<file path="config.mk">
export PLATFORM = sky130hd
export DESIGN_NAME = up_sample
export DESIGN_NICKNAME = d
export VERILOG_FILES = /design/src/rtl/up_sample_pkg.sv /design/src/rtl/up_sample_fifo.sv /design/src/rtl/up_sample.sv
export SDC_FILE = /design/constraint.sdc
export NUM_CORES = 1
export LEC_CHECK = 0
export CELL_PAD_IN_SITES_DETAIL_PLACEMENT = 2
export CELL_PAD_IN_SITES_GLOBAL_PLACEMENT = 2
export CORE_ASPECT_RATIO = 1.1
export CORE_MARGIN = 4
export CORE_UTILIZATION = 45
export CTS_CLUSTER_SIZE = 16
export DETAILED_ROUTE_END_ITERATION = 10
export GPL_ROUTABILITY_DRIVEN = 0
export GPL_TIMING_DRIVEN = 1
export PLACE_DENSITY = 0.86
export SLEW_MARGIN = 20
export SYNTH_ARGS = -nofsm -noshare
export SYNTH_HDL_FRONTEND = slang
export SYNTH_SLANG_ARGS = --single-unit
</file>
<file path="constraint.sdc">
create_clock -name clk -period 3.7 [get_ports clk]
set_clock_uncertainty 0.1 [all_clocks]
set_input_delay 0.555 -clock clk [delete_from_list [all_inputs] [get_ports clk]]
set_output_delay 0.555 -clock clk [all_outputs]
set_load 0.005 [all_outputs]
</file>
<file path="src/rtl/up_sample_pkg.sv">
// Shared types for the integer-factor upsampler.
package up_sample_pkg;

  typedef enum logic {
    IDLE = 1'b0,
    RUN  = 1'b1
  } up_state_t;

endpackage

</file>
<file path="src/rtl/up_sample_fifo.sv">
// Small synchronous FIFO built from flops; rdata always shows the head entry.
module up_sample_fifo
  import up_sample_pkg::*;
#(
  parameter int DEPTH = 4,
  parameter int WIDTH = 12
) (
  input  logic                       clk,
  input  logic                       rst_n,
  input  logic                       push,
  input  logic [WIDTH-1:0]           wdata,
  input  logic                       pop,
  output logic [WIDTH-1:0]           rdata,
  output logic [$clog2(DEPTH+1)-1:0] count,
  output logic                       full,
  output logic                       empty
);

  localparam int AW = $clog2(DEPTH);
  localparam int CW = $clog2(DEPTH+1);

  logic [WIDTH-1:0] mem_q [DEPTH];
  logic [WIDTH-1:0] mem_d [DEPTH];
  logic [AW-1:0]    wr_ptr_q, wr_ptr_d;
  logic [AW-1:0]    rd_ptr_q, rd_ptr_d;
  logic [CW-1:0]    count_q, count_d;
  logic             push_en, pop_en;

  assign full  = (count_q == CW'(DEPTH));
  assign empty = (count_q == '0);
  assign count = count_q;
  assign rdata = mem_q[rd_ptr_q];

  // Pointers wrap naturally because DEPTH is a power of two.
  always_comb begin
    push_en  = push && !full;
    pop_en   = pop && !empty;
    mem_d    = mem_q;
    wr_ptr_d = wr_ptr_q;
    rd_ptr_d = rd_ptr_q;
    if (push_en) begin
      mem_d[wr_ptr_q] = wdata;
      wr_ptr_d        = wr_ptr_q + AW'(1);
    end
    if (pop_en) begin
      rd_ptr_d = rd_ptr_q + AW'(1);
    end
    count_d = count_q + CW'(push_en) - CW'(pop_en);
  end

  always_ff @(posedge clk or negedge rst_n) begin
    if (!rst_n) begin
      for (int i = 0; i < DEPTH; i++) mem_q[i] <= '0;
      wr_ptr_q <= '0;
      rd_ptr_q <= '0;
      count_q  <= '0;
    end else begin
      mem_q    <= mem_d;
      wr_ptr_q <= wr_ptr_d;
      rd_ptr_q <= rd_ptr_d;
      count_q  <= count_d;
    end
  end

endmodule

</file>
<file path="src/rtl/up_sample.sv">
// Integer-factor upsampler: each input sample becomes UP_SAMPLING_TIME output strobes,
// either held (sample-and-hold) or zero-stuffed, paced every OUT_INTERVAL clocks.
module up_sample
  import up_sample_pkg::*;
#(
  parameter int UP_SAMPLING_TIME = 8,
  parameter int DIN_WIDTH        = 12,
  parameter int OUT_INTERVAL     = 1,
  parameter int ZERO_STUFF       = 0,
  parameter int FIFO_DEPTH       = 4
) (
  input  logic                 clk,
  input  logic                 rst_n,
  input  logic [DIN_WIDTH-1:0] din,
  input  logic                 din_valid,
  output logic                 din_ready,
  output logic [DIN_WIDTH-1:0] dout,
  output logic                 dout_valid,
  output logic                 starve
);

  localparam int PW = $clog2(UP_SAMPLING_TIME);
  localparam int TW = $clog2(OUT_INTERVAL+1);
  localparam int CW = $clog2(FIFO_DEPTH+1);

  up_state_t            state_q, state_d;
  logic [PW-1:0]        phase_q, phase_d;
  logic [TW-1:0]        tick_q, tick_d;
  logic [DIN_WIDTH-1:0] hold_q, hold_d;
  logic [DIN_WIDTH-1:0] dout_q, dout_d;
  logic                 dout_valid_q, dout_valid_d;
  logic                 din_ready_q, din_ready_d;
  logic                 starve_q, starve_d;

  logic                 push, pop;
  logic [DIN_WIDTH-1:0] fifo_rdata;
  logic [CW-1:0]        fifo_count, count_next;
  logic                 fifo_full, fifo_empty;

  // Handshake: a sample transfers on any edge where din_valid and din_ready are both high.
  assign push = din_valid && din_ready_q && !fifo_full;

  up_sample_fifo #(
    .DEPTH (FIFO_DEPTH),
    .WIDTH (DIN_WIDTH)
  ) u_fifo (
    .clk   (clk),
    .rst_n (rst_n),
    .push  (push),
    .wdata (din),
    .pop   (pop),
    .rdata (fifo_rdata),
    .count (fifo_count),
    .full  (fifo_full),
    .empty (fifo_empty)
  );

  always_comb begin
    state_d      = state_q;
    phase_d      = phase_q;
    tick_d       = tick_q;
    hold_d       = hold_q;
    dout_d       = dout_q;
    dout_valid_d = 1'b0;
    starve_d     = 1'b0;
    pop          = 1'b0;
    case (state_q)
      IDLE: begin
        tick_d = '0;
        if (!fifo_empty) begin
          pop     = 1'b1;
          hold_d  = fifo_rdata;
          phase_d = '0;
          state_d = RUN;
        end
      end
      RUN: begin
        if (tick_q == TW'(OUT_INTERVAL-1)) begin
          tick_d       = '0;
          dout_d       = ((ZERO_STUFF != 0) && (phase_q != '0)) ? '0 : hold_q;
          dout_valid_d = 1'b1;
          if (phase_q == PW'(UP_SAMPLING_TIME-1)) begin
            phase_d = '0;
            // Reload on the last phase so back-to-back inputs stream without a gap.
            if (!fifo_empty) begin
              pop    = 1'b1;
              hold_d = fifo_rdata;
            end else begin
              state_d  = IDLE;
              starve_d = 1'b1;
            end
          end else begin
            phase_d = phase_q + PW'(1);
          end
        end else begin
          tick_d = tick_q + TW'(1);
        end
      end
      default: state_d = IDLE;
    endcase
    count_next  = fifo_count + CW'(push) - CW'(pop);
    din_ready_d = (count_next < CW'(FIFO_DEPTH));
  end

  always_ff @(posedge clk or negedge rst_n) begin
    if (!rst_n) begin
      state_q      <= IDLE;
      phase_q      <= '0;
      tick_q       <= '0;
      hold_q       <= '0;
      dout_q       <= '0;
      dout_valid_q <= 1'b0;
      din_ready_q  <= 1'b0;
      starve_q     <= 1'b0;
    end else begin
      state_q      <= state_d;
      phase_q      <= phase_d;
      tick_q       <= tick_d;
      hold_q       <= hold_d;
      dout_q       <= dout_d;
      dout_valid_q <= dout_valid_d;
      din_ready_q  <= din_ready_d;
      starve_q     <= starve_d;
    end
  end

  assign din_ready  = din_ready_q;
  assign dout       = dout_q;
  assign dout_valid = dout_valid_q;
  assign starve     = starve_q;

endmodule
</file>
==> results.tsv <==
metric	value	unit
antenna_found_initial	0	
vias_per_cell	5.39	
critPathTopFamily	adder cells	
p_leak	1.87	nW
final_nets	293	
syn_area	3700	um2
worstPathMaxFanout	14	
root_buffer	clkbuf_8	
tns	0	ns
slew_violations	0	
min_period_over_period	70.5	%
antenna_cells	0	
cp-start-kind	register	
fp.dieH	103	um
drive_above_1_share	41.5	%
synth_cell_types	25	
power_density	906	nW/um2
hold_path_class	in -> async	
reg2reg_from	phase_q[0]	
io_buffer_count	29	
cts_hold_buf	0	
grt_pass1_vias	2463	
hold_viol	0	
routed_wl	9020	um
cp-end-kind	register	
worst_slew_pin_slew	1.01	ns
grt_remaining_overflow	0	
track_usage	20.8	%
ys_ff_latch	86	
crit_chain	ha_1, ha_1, inv_1, a21oi_1, buf_4, ha_1, inv_1, ha_1, inv_1, fa_1, xnor2_1	
core_area	7960	um2
die-area	9740	um2
post_cts_buffers	0	
insertion_delay	0.37	ns
cp_common_cell	ha_1	
first_iter_violations	76	
area_growth_syn_to_layout	16.8	%
fmax	383	MHz
cp.required	3.84	ns
cts_tree	yes	
avgRoutedWirePerCell	23.7	um
clk_pin_slew	0.09	ns
drtAntennaViolNets	0	
ys_warn_count	0	
cap_violations	0	
worstSetupPathType	reg -> reg	
mappedNetlistNets	258	
cts.repair.resized	0	
layout_min_cycle_time	2.61	ns
rsz0062_at_grt	false	
drt_pre_antenna_iters	2	
initial_core_util	46.5	%
cts_buffer_depth	2	
syn_inst	232	
die_width	94.5	um
arrival	2.75	ns
grt_pass1_wl	14400	um
finalSetupViolations	0	
ys_seq_area_share	58.2	%
htreeDepth	3	
row_count	34	
max_slew_margin	32.9	%
num_vias	2047	
clock-sinks	86	
slowest_delay	0.42	ns
status	finished clean	
final_core_utilization	54.3	%
peakVddDrop	0.325	mV
detail_route.drc_violations	0	
floorplan.io_pins	30	
path_buf_inv	4	
numCtsBuffers	9	
avgSynthCellArea	15.9	um2
grt_max_degree	87	
crit_start	phase_q[0]	
cp_slowest_cell	dfrtp_1	
dp_hpwl	5630	um
[routing by layer]
layer	GRT usage, %	routed length (um)
met1	24.7	3700
met2	37.8	4950
met3	3.72	204
met4	7.55	167
met5	0	0
[kinds of logic (layout without fill, tap and decap cells)]
family	Yosys count	count (layout)	synth area share [%]
flops	86	86	58.2
fa+ha+maj	11	11	3.92
compound gates	6	6	0.947
xor+xnor	6	6	1.42
simple gates	17	17	3.28
mux	85	85	29.5
buf+inv	21	61	2.74
[registers in the layout (all words and copies together) (netlist names)]
register	count
u_fifo.wr_ptr_q	2
u_fifo.rd_ptr_q	2
phase_q	3
din_ready	1
u_fifo.count	3
starve	1
state_q	1
dout	12
hold_q	12
u_fifo.mem_q	48
dout_valid	1
[synthesized netlist by cell type]
cell type  count  area (um2)
nor3b_2        1        12.5
buf_1          1        3.75
buf_4          5        37.5
and3_1         1        6.26
nor3b_1        3        22.5
o22ai_1        1        6.26
o41ai_1        1        8.76
a21oi_1        2        10.0
fa_1           1        20.0
ha_1          10         125
dfrtp_1       86        2150
nor2_1         1        3.75
o21ai_0        2        10.0
mux2_2        73         822
nand2b_1       1        6.26
buf_2          3        15.0
xor2_1         2        17.5
inv_1         11        41.3
nand2_1        7        26.3
clkbuf_1       1        3.75
xnor2_1        4        35.0
nor3_4         1        16.3
and3b_1        1        8.76
mux4_2        12         270
nor3b_4        1        18.8
[worst register-to-register path: cells and delay by family (launching register included)]
kind | cells | cell delay, ns
AO/OA/AOI/OAI | 1 | 0.08
buffers and inverters | 4 | 0.49
flip-flops | 1 | 0.42
XOR/XNOR | 1 | 0.14
adder cells (fa/ha/maj) | 5 | 1.27
[cell type report]
type | count | area, um2
Clock buffer | 9 | 124
Clock inverter | 7 | 78.8
Fill cell | 728 | 3630
Inverter | 11 | 41.3
Multi-Input combinational cell | 125 | 1460
Sequential cell | 86 | 2150
Tap cell | 108 | 135
Timing Repair Buffer | 34 | 329
[where the power goes]
| group | switching, mW | internal [mW] | total [mW] |
|---|---|---|---|
| sequential | 0.403 | 1.40 | 1.81 |
| clock | 0.369 | 0.320 | 0.690 |
| combinational | 0.542 | 0.879 | 1.42 |
| total | 1.31 | 2.60 | 3.92 |
[path summary, 6_finish.rpt]
path	endpoint	slack (ns)	cells past startpoint
min in group clk	u_fifo.mem_q[9]	0.41	1
hold / removal	u_fifo.count[1]	0.10	1
setup reg to reg	u_fifo.count[2]	1.09	11
hold reg to reg	u_fifo.mem_q[9]	0.41	1
max in group asynchronous	u_fifo.mem_q[45]	2.82	1
setup / recovery	u_fifo.count[2]	1.09	11
[per-stage QoR]
step                      worst slack (ns)  hold WS (ns)  power, mW  cell area (um2)  cells
after detailed placement              1.13         0.393       3.21             4120    364
final                                 1.09         0.105       3.92             4320    380
after CTS                             1.06         0.317       3.98             4320    380
after floorplan                       1.29         0.159       2.64             3700    232
after global routing                 0.918         0.178       4.17             4320    380
after global placement                1.28         0.384       3.04             4120    364
[cells in the final DEF, fill, tap and decap left out, drive strengths merged, types with 3 or more instances in the layout]
cell type      netlist  final
nor3b                5      5
xnor2                4      4
buf                  9      6
dfrtp               86     86
clkbuf               1      9
clkinv               0      3
ha                  10     10
nand2                7      7
mux4                12     12
inv                 11     14
clkdlybuf4s50        0     28
mux2                73     73
Power figures use the tool's default switching activity.
==> RTL edit 1, RTL diff (same flow settings) <==
The parameter `UP_SAMPLING_TIME` goes from 8 to 16.
--- a/src/rtl/up_sample.sv
+++ b/src/rtl/up_sample.sv
@@ -5,3 +5,3 @@
 #(
-  parameter int UP_SAMPLING_TIME = 8,
+  parameter int UP_SAMPLING_TIME = 16,
   parameter int DIN_WIDTH        = 12,
Behaviour: no difference found for any inputs over 10 cycles, from zero or initial values and one cycle with rst_n low; that may be too few to reach the edited logic, so the function may still have changed.
==> RTL edit 1 against the original RTL <==
- synthesized area rose by 1.2%
- cell area rose by 0.46%
- power fell by 5.8%
- worst setup slack improved by 0.19 ns
- critical endpoint unchanged
- via count rose by 2.5%
- sequential cell count rose by 1
- critical path type unchanged
- clock power fell by 13%
- wire length fell by 8.2%
==> RTL edit 1: results (changes against the original RTL) <==
[finish]
area_share_clock_buf_inv = 0.0398  ; -0.00713
numSequentialCells = 87  ; +1.2%
fillCellCount = 746  ; +2.5%
number_of_multi_input_combinational_cells = 132  ; +5.6%
seq_share = 0.501  ; +0.00347
multi_input_gate_share_of_total_cell_area = 0.340  ; +0.00161
signal_buffers_share_of_area = 0.0784  ; +0.00224
layout-drive-gt1-share = 0.394  ; -0.0218

[global_routing]
groute.layer.met2.usage = 0.294  ; -0.0841
largest_net_degree_at_the_start_of_global_routing = 63  ; -28%
grt_use_met1 = 0.254  ; +0.00789

[synthesis]
synth_compound_area_frac = 0.0134  ; +0.00390
cells_taking_the_most_area_after_synthesis = dfrtp_1, mux2_2, mux4_2
synth_xor_area_frac = 0.0164  ; +0.00217
synth_area_in_adders = 0.0354  ; -0.00381
muxShareOfSynthArea = 0.292  ; -0.00355
post_synth_num_cell_types = 26  ; +4.0%
seq_area_frac_synth = 0.581  ; about the same

[placement]
hpwl_um = 5530  ; -1.8%

[power]
power_switching_share = 0.329  ; -0.00641

[route]
detailedRoute.firstIterationViolations = 56  ; -26%
met2WireLength_um = 4280  ; -14%
post_drt_wl_per_cell_um = 21.2  ; -11%
drt-met1-wl_um = 3580  ; -3.2%

[worst_setup_path]
critical_path_peak_fanout = 25  ; +11
reg2reg_depth = 6  ; -5

[status]
run_status = complete, no violations

## RTL edit 1: metrics by stage
step / worst slack [ns] / util / std cells / area [um^2] / total power [mW]
6_report: 1.28 / 0.543 / 390 / 4340 / 3.69
3_3_place_gp: 1.36 / 0.521 / 374 / 4170 / 2.96
5_1_grt: 1.04 / 0.543 / 390 / 4340 / 3.95
4_1_cts: 1.25 / 0.543 / 390 / 4340 / 3.75
2_1_floorplan: 1.37 / - / 239 / 3740 / 2.57
3_5_place_dp: 1.29 / 0.521 / 374 / 4170 / 3.10
## RTL edit 1: power groups by stage
stage | registers (mW) | clock network, mW | logic, mW
global placement | 1.76 | 0 | 1.20
global route | 1.85 | 0.677 | 1.42
CTS | 1.80 | 0.623 | 1.33
detailed placement | 1.81 | 0 | 1.29
floorplan | 1.64 | 0 | 0.931
finish | 1.78 | 0.602 | 1.30
==> RTL edit 2, RTL diff (same flow settings) <==
Without the edit above. Reset style: synchronous (`rst_n`), changed in 2 clocked blocks.
--- a/src/rtl/up_sample_fifo.sv
+++ b/src/rtl/up_sample_fifo.sv
@@ -50,3 +50,3 @@
 
-  always_ff @(posedge clk or negedge rst_n) begin
+  always_ff @(posedge clk) begin
     if (!rst_n) begin
--- a/src/rtl/up_sample.sv
+++ b/src/rtl/up_sample.sv
@@ -104,3 +104,3 @@
 
-  always_ff @(posedge clk or negedge rst_n) begin
+  always_ff @(posedge clk) begin
     if (!rst_n) begin
Behaviour: differs if rst_n is asserted again (counterexample within 4 cycles, from zero or initial values and one cycle with rst_n low); with rst_n held inactive, the same outputs for 10 cycles.
==> RTL edit 2 against the original RTL <==
- global-route usage rose by 1.2 points
- wire length rose by 13%
- worst setup slack got worse by 0.36 ns
- cell area fell by 2.1%
- sequential cell count did not move
- via count rose by 35%
- worst hold slack improved by 0.26 ns
- final cell count rose by 30%
- synthesized area rose by 2.1%
- sequential share of layout area fell by 9.1 points
- highest routed layer unchanged
Power is not compared: it rests on default switching activity, and its combinational part moved more than twofold at a synthesized area within 25%.
==> RTL edit 2: results (changes against the original RTL) <==
[route]
met2WireLength_um = 5490  ; +11%
drt-met1-wl_um = 4280  ; +16%
drt_first_pass_iters = 4  ; +2
met3_length_um = 311  ; +52%
dr_total_vias = 2769  ; +35%
post_drt_wl_per_cell_um = 20.7  ; -13%

[finish]
layout.nets = 408  ; +39%
final.signal_buffer_count = 35  ; +2.9%
number_of_multi_input_combinational_cells = 239  ; +91%
seq_share = 0.407  ; -0.0911
layout-drive-gt1-share = 0.0753  ; -0.340
area_share_clock_buf_inv = 0.0417  ; -0.00521
multiInputGateArea_um2 = 1830  ; +25%
fillCellCount = 825  ; +13%

[global_routing]
gr-usage-met3 = 0.0434  ; +0.00619
first_global_vias = 3114  ; +26%
grt_first_pass_wirelength_um = 16700  ; +16%

[synthesis]
cells_taking_the_most_area_after_synthesis = dfxtp_1, mux2i_1, mux4_1
synth_async_sr_flop_share = 0  ; -1.00
synthesis.instances = 362  ; +56%
ys_top_cells_by_count = dfxtp_1, nand2_1, mux2i_1
seq_area_frac_synth = 0.456  ; -0.126
muxShareOfSynthArea = 0.211  ; -0.0839
synth_xor_area_frac = 0.00464  ; -0.00957
synth_area_in_adders = 0.0384  ; -0.000806
syn-num-nets = 388  ; +50%
synth_compound_area_frac = 0.0795  ; +0.0700
post_synth_num_cell_types = 36  ; +44%

[power]
ir_worst_vdd_uv = 179

[sta]
clock.fmax_mhz = 337  ; -12%
worst_pin_slew_ns = 0.955  ; -0.0512 ns

[worst_setup_path]
worst_path_largest_cell_delay_ns = 0.39  ; -0.03 ns
critPathArrivalTime_ns = 3.10  ; +0.35 ns

[placement]
hpwl_um = 6810  ; +21%
dp.cells = 479  ; +32%

[status]
run_status = complete, no violations

[hold_path]
holdCritPathClass = reg -> reg

## RTL edit 2: changes by cell type in the layout (fill, tap and decap cells not counted), sizes merged, moves of 12 or more
cell	delta
dfrtp	-86
dfxtp	+86
mux2	-73
nand2	+56
mux2i	+49
a21oi	+17
nor2	+16
nand3	+13
o21ai	+13
o2bb2ai	+12
## RTL edit 2: per-stage QoR
| step | power, mW | instance area [um^2] | setup WS (ns) | util |
|---|---|---|---|---|
| final | 2.35 | 4230 | 0.735 | 0.526 |
| after floorplan | 1.57 | 3780 | 1.19 | - |
| after detailed placement | 1.73 | 4060 | 0.754 | 0.504 |
| after global placement | 1.67 | 4060 | 0.926 | 0.504 |
| after global routing | 2.48 | 4230 | 0.546 | 0.526 |
| after CTS | 2.37 | 4230 | 0.713 | 0.526 |
## RTL edit 2: where the power goes
group	internal, mW	switching [mW]
Clock	0.301	0.331
Sequential	0.994	0.112
Combinational	0.264	0.347
## RTL edit 2: cells by family (layout without fill, tap and decap cells)
family / Yosys count / after routing
AOI/OAI and AO/OA: 49 / 49
xor gates and xnor gates: 2 / 2
adders and majority gates: 11 / 11
buffers and inverters: 37 / 60
DFF: 86 / 86
muxes: 61 / 61
and+or+nand+nor: 116 / 116
## RTL edit 2: worst paths after layout
kind,cells after the start,slack (ns),start,to
worst max-delay path,10,0.74,phase_q[0]$_SDFFE_PN0P_,u_fifo.count[2]$_SDFF_PN0_
worst min-delay path,2,0.37,u_fifo.mem_q[40]$_SDFFE_PN0P_,u_fifo.mem_q[40]$_SDFFE_PN0P_
worst max register to register,10,0.74,phase_q[0]$_SDFFE_PN0P_,u_fifo.count[2]$_SDFF_PN0_
worst min register to register,2,0.37,u_fifo.mem_q[40]$_SDFFE_PN0P_,u_fifo.mem_q[40]$_SDFFE_PN0P_
